File: src/rtl/mem_copy_initiator.sv
// Bus-master block copy engine for the CPU memory interface: copies words from src to dst
// within RAM space using MREAD/MWRITE, honouring the responder's 1-cycle read latency.
module mem_copy_initiator #(
  parameter int ADDR_W = 9,
  parameter int DATA_W = 16,
  parameter int LEN_W  = 8
) (
  input  logic              clk,
  input  logic              reset,
  input  logic              start,
  input  logic [ADDR_W-1:0] src_addr,
  input  logic [ADDR_W-1:0] dst_addr,
  input  logic [LEN_W-1:0]  length,
  output logic              busy,
  output logic              done,
  output logic              err,
  output logic [1:0]        mem_cmd,
  output logic [ADDR_W-1:0] mem_addr,
  output logic [DATA_W-1:0] write_data,
  input  logic [DATA_W-1:0] read_data
);

  localparam logic [1:0] MNONE  = 2'b00;
  localparam logic [1:0] MREAD  = 2'b01;
  localparam logic [1:0] MWRITE = 2'b10;

  // Highest legal word address: everything below the I/O-select bit.
  localparam logic [ADDR_W:0] RAM_TOP = (ADDR_W+1)'((1 << (ADDR_W-1)) - 1);

  typedef enum logic [2:0] {IDLE, RD, RDW, WR, DONE} state_t;

  state_t            state;
  logic [ADDR_W-1:0] src_ptr;
  logic [ADDR_W-1:0] dst_ptr;
  logic [LEN_W-1:0]  remaining;

  // Last word of the window, computed one bit wider so an overflow cannot wrap back into RAM.
  function automatic logic window_illegal(input logic [ADDR_W-1:0] base,
                                          input logic [LEN_W-1:0]  len);
    logic [ADDR_W:0] last;
    last = {1'b0, base} + (ADDR_W+1)'(len) - (ADDR_W+1)'(1);
    return last > RAM_TOP;
  endfunction

  always_ff @(posedge clk or negedge reset) begin
    if (!reset) begin
      state      <= IDLE;
      mem_cmd    <= MNONE;
      mem_addr   <= '0;
      write_data <= '0;
      busy       <= 1'b0;
      done       <= 1'b0;
      err        <= 1'b0;
      src_ptr    <= '0;
      dst_ptr    <= '0;
      remaining  <= '0;
    end else begin
      case (state)
        IDLE: begin
          if (start) begin
            if (length == '0) begin
              err   <= 1'b0;
              done  <= 1'b1;
              state <= DONE;
            end else if (window_illegal(src_addr, length) ||
                         window_illegal(dst_addr, length)) begin
              err   <= 1'b1;
              done  <= 1'b1;
              state <= DONE;
            end else begin
              err       <= 1'b0;
              src_ptr   <= src_addr;
              dst_ptr   <= dst_addr;
              remaining <= length;
              mem_cmd   <= MREAD;
              mem_addr  <= src_addr;
              busy      <= 1'b1;
              state     <= RD;
            end
          end
        end
        RD: begin
          state <= RDW;
        end
        RDW: begin
          // The responder's data is valid now, one cycle after the read was issued.
          write_data <= read_data;
          mem_cmd    <= MWRITE;
          mem_addr   <= dst_ptr;
          state      <= WR;
        end
        WR: begin
          src_ptr   <= src_ptr + ADDR_W'(1);
          dst_ptr   <= dst_ptr + ADDR_W'(1);
          remaining <= remaining - LEN_W'(1);
          if (remaining == LEN_W'(1)) begin
            mem_cmd <= MNONE;
            busy    <= 1'b0;
            done    <= 1'b1;
            state   <= DONE;
          end else begin
            mem_cmd  <= MREAD;
            mem_addr <= src_ptr + ADDR_W'(1);
            state    <= RD;
          end
        end
        DONE: begin
          done  <= 1'b0;
          state <= IDLE;
        end
        default: begin
          mem_cmd <= MNONE;
          busy    <= 1'b0;
          done    <= 1'b0;
          state   <= IDLE;
        end
      endcase
    end
  end

endmodule
File: config.mk
export PLATFORM = sky130hd
export DESIGN_NAME = mem_copy_initiator
export DESIGN_NICKNAME = d
export VERILOG_FILES = /design/src/rtl/mem_copy_initiator.sv
export SDC_FILE = /design/constraint.sdc
export NUM_CORES = 1
export LEC_CHECK = 0
export CORE_MARGIN = 2
export CORE_UTILIZATION = 47
export DETAILED_ROUTE_END_ITERATION = 6
export HOLD_SLACK_MARGIN = 0.06
export PLACE_DENSITY = 0.73
export SLEW_MARGIN = 40
export SYNTH_ARGS = -nofsm -noshare
export SYNTH_HDL_FRONTEND = slang
export SYNTH_SLANG_ARGS = --single-unit
File: constraint.sdc
create_clock -name clk -period 3.4 [get_ports clk]
set_input_delay 0.68 -clock clk [delete_from_list [all_inputs] [get_ports clk]]
set_output_delay 0.68 -clock clk [all_outputs]
set_load 0.02 [all_outputs]
==> summary.md, run 1 <==
| Metric | Value |
|---|---|
| Status | finished clean |
| H-tree depth | 3 |
| Vias/cell | 5.507 |
| DRT iter0 DRCs | 250 |
| Top-level port count | 75 |
| Final hold vios | 0 |
| Pre-CTS setup slack | -678.6 ps |
| Mapped Cells | 447 |
| Fillers | between 600 and 700 |
| Max_slew headroom | 0.5100 |
| Multi-input gate area | roughly 2500 um^2 |
| Setup ws final | just under 40 ps |
| Cell variety after synth | between 50 and 60 |
| Fmax | roughly 300 MHz |
| Layout area overhead | 42.80% |
| Hold Crit Class | in -> async |
| Synth warn | 0 |
| Crit path max fanout | 5 |
| Placed Area | approximately 5400 um^2 |
| First-pass iteration count of the detailed router | 5 |
| Initial antenna violation count | 0 |
| IO Port Bufs | 74 |
| Clk_lat worst skew | ~340 ps |
| Leading register cell type out of synthesis | dfrtp_1 |
| R2R setup slack | 1080 ps |
| Period minus WS final | 3361 ps |
| Worst clock skew | between 8 and 9 ps |
| Mapped cell area | 4101 um^2 |
| WP data required | 3650 ps |
| Post-route cell area | roughly 6000 um^2 |
| Worst-path clk slew | 70 ps |
| Share of layout cells above drive strength 1 | 0.3020 |
| Worst setup endpoint | remaining[6]$_DFFE_PN0P_ |
| R2R depth | 4 |
| Slew @ Worst Pin | 728.2 ps |
| Crit. End Element | flip-flop |
| Post-DP HPWL | between 8000 and 9000 um |
| Max Transition Viols Final | 0 |
| Pin count of the biggest net entering global routing | 48 |
| Placer Congestion | 0.8682 |
| TritonCTS buffer count | 9 |
| Drt total wl | 11340 um |
| Total track usage | 0.2425 |
| Vias in the first global route | ~3800 |
| Die footprint | 9490 um^2 |
| Sequential element share of the synthesized area | 0.3600 |
| Yosys reg bits | 59 |
| Mapped Nets | between 500 and 600 |
| Clock Tree Root | clkbuf_8 |
| Nets | ~660 |
| Async set or reset register ratio after synthesis | 1.000 |
| Clock tree from TritonCTS | yes |
| Final Cycle Share | 0.9885 |
| Crit Path Category | in -> reg |
| Avg Cell Area, Syn | 9.175 um^2 |
| Core area | 8593 um^2 |
| Total gr overflow | 0 |
| Clock sink total | 59 |
| P_leak | around 2.7 nW |
| Die Span Y | 97.42 um |
| R2R Path Start | state[2]$_DFFE_PN0N_ |
| Worst Setup Start Kind | input port |
| Reg2Reg Capture Point | src_ptr[6]$_DFFE_PN0P_ |
| Die Span X | a little under 100 um |
| PD cells | 718.0 nW/um^2 |
| Initial Util | 0.4773 |
| CP arrival | 3610 ps |
| Max clock buf depth | 2 |
| Count of standard-cell rows | 34 |
| Wire per inst | 16.35 um |
| Final setup vio count | 0 |
| Via count | 3822 |
| Max Cap Violations | 0 |
| Antenna Diode Count | 0 |
| Critical Path Start | dst_addr[5] |
| First-pass GRT wire length | 18550 um |
| Residual DRC | 0 |
| Number of flops mapped to enable cells by yosys | 0 |
| Register area | between 1000 and 1500 um^2 |
| Post-DRT Antenna Nets | 0 |
| Max IR drop VDD | 0.3972 mV |
## worst max-delay path, stage by stage
cell and delay [ps]:
clkdlybuf4s50_1 470, inv_2 60, ha_4 270, inv_2 40
ha_4 260, o211ai_1 100, o21a_1 210, o311a_1 340
a311o_4 380, nor4_4 370, buf_6 200, mux2i_2 230
## cells by family after synthesis
| kind of cell | synth area share |
|---|---|
| simple gates | 0.1391 |
| buf+inv | 0.08481 |
| compound gates | 0.1678 |
| flops | 0.3600 |
| fa+ha+maj | 0.1196 |
| xor+xnor | 0.03203 |
| mux | 0.09671 |
## report_power, final
| group | switching [W] | internal [W] | leakage (nW) |
|---|---|---|---|
| Combinational | 0.00116 | 0.00113 | 1.89 |
| Clock | 0.000278 | 0.000302 | 0.0884 |
| Sequential | 0.000288 | 0.00105 | 0.690 |
| Total | 0.00172 | 0.00248 | 2.66 |
## area by class of cell
| cell class | count | area share |
|---|---|---|
| multi-input combinational | 298 | 0.4343 |
| inverter | 73 | 0.04678 |
| timing repair buffer | 140 | 0.2130 |
| sequential | 59 | 0.2521 |
| clock inverter | 4 | 0.004273 |
| tap | 108 | 0.02307 |
| clock buffer | 12 | 0.02649 |
## cells in the final DEF (no fill, tap or decap), types with 5 or more instances in the layout
master / n
a211oi_1: 5
a21oi_1: 20
a21oi_2: 6
and3_1: 7
buf_4: 63
clkbuf_8: 11
clkdlybuf4s50_1: 53
dfrtp_1: 59
dlygate4sd2_1: 8
dlymetal6s2s_1: 10
ha_1: 17
ha_4: 15
inv_1: 52
inv_2: 21
mux2_2: 21
mux2i_1: 13
nand2_1: 25
nand3_1: 7
nor2_1: 27
nor3_1: 13
o211ai_1: 8
o21ai_0: 15
o221a_2: 5
xnor2_1: 7
xor2_1: 8
## layer usage
| layer | vias up | track usage | wire (um) |
|---|---|---|---|
| met5 | - | 0 | 0 |
| met4 | 0 | 0.1004 | 305 |
| met3 | 24 | 0.04245 | 695 |
| met2 | 140 | 0.3899 | 5448 |
| met1 | 1827 | 0.3241 | 4895 |
| li1 | 1831 | - | - |
## worst min-delay path by stage
| stage | start | to | slack (ps) | depth (start not counted) |
|---|---|---|---|---|
| after floorplan | reset | busy$_DFFE_PN0P_ | 380 | 0 |
| after global placement | err$_DFFE_PN0P_ | err$_DFFE_PN0P_ | 470 | 2 |
| after detailed placement | mem_addr[2]$_DFFE_PN0P_ | mem_addr[2]$_DFFE_PN0P_ | 490 | 1 |
| after CTS | reset | write_data[12]$_DFFE_PN0P_ | 370 | 1 |
| after global routing | reset | write_data[12]$_DFFE_PN0P_ | 400 | 1 |
| final | reset | write_data[12]$_DFFE_PN0P_ | 350 | 1 |
## Yosys cell counts, types with 2 or more instances
cell,instances,area share
nand2_1,25,0.023
o21ai_0,15,0.018
a221oi_1,2,0.0043
o41ai_1,2,0.0043
o22ai_1,3,0.0046
nor3b_1,2,0.0037
fa_1,2,0.0098
inv_1,73,0.067
a31oi_1,2,0.0031
nor4_1,3,0.0046
nand4_1,4,0.0061
xor2_1,8,0.017
a21oi_1,26,0.032
a221o_1,2,0.0049
nor3_1,13,0.016
o21a_1,2,0.0037
or3_1,4,0.0061
clkbuf_1,12,0.011
o221a_2,5,0.014
o211a_1,2,0.0049
nor2_1,28,0.026
mux2_2,21,0.058
buf_2,2,0.0024
xnor2_1,7,0.015
a211oi_1,7,0.013
buf_1,2,0.0018
o221ai_1,2,0.0043
or2_2,2,0.0031
nand3_1,7,0.0085
nand3b_1,2,0.0037
and3_1,7,0.011
mux2i_1,16,0.039
nor2b_1,2,0.0031
dfrtp_1,59,0.36
a311oi_1,3,0.0064
a21o_1,4,0.0073
o31ai_1,2,0.0037
nand2b_1,4,0.0061
and2_1,2,0.0031
o211ai_1,8,0.015
ha_1,36,0.11
## per-stage QoR
step | utilization | hold slack (ps) | TNS (ps) | std cells | power, W
floorplan | - | 384.4 | 0 | 447 | 0.002670
global placement | 0.6233 | 474.7 | -20780 | 673 | 0.003453
detailed placement | 0.6236 | 494.9 | -22970 | 673 | 0.003531
CTS | 0.6629 | 371.2 | 0 | 693 | 0.004170
global route | 0.6816 | 396.5 | -13.76 | 694 | 0.004495
finish | 0.6816 | 348.3 | 0 | 694 | 0.004205
## state kept, by name, indices dropped and copies added, names as in the netlist
register	count
busy	1
done	1
dst_ptr	9
err	1
mem_addr	9
mem_cmd	2
remaining	8
src_ptr	9
state	3
write_data	16
## what timing repair did
| item | 4_1_cts | 5_1_grt |
|---|---|---|
| pin swaps | 21 | 18 |
| gates cloned | 1 | 0 |
| setup endpoints to repair | 40 | 37 |
| endpoints found under the hold margin | 0 | 0 |
| buffers inserted | 3 | 2 |
| hold buffers | 0 | 0 |
| gates resized for setup | 44 | 46 |
No activity file was read; power rests on OpenSTA's default activity.
==> run 2: changes to the inputs <==
--- a/config.mk
+++ b/config.mk
@@ -8,7 +8,7 @@
 export CORE_MARGIN = 2
 export CORE_UTILIZATION = 47
 export DETAILED_ROUTE_END_ITERATION = 6
-export HOLD_SLACK_MARGIN = 0.06
+export HOLD_SLACK_MARGIN = 0.05
 export PLACE_DENSITY = 0.73
 export SLEW_MARGIN = 40
 export SYNTH_ARGS = -nofsm -noshare
==> results of run 2 <==
Final layout, timing and power as in run 1 (identical DEF).
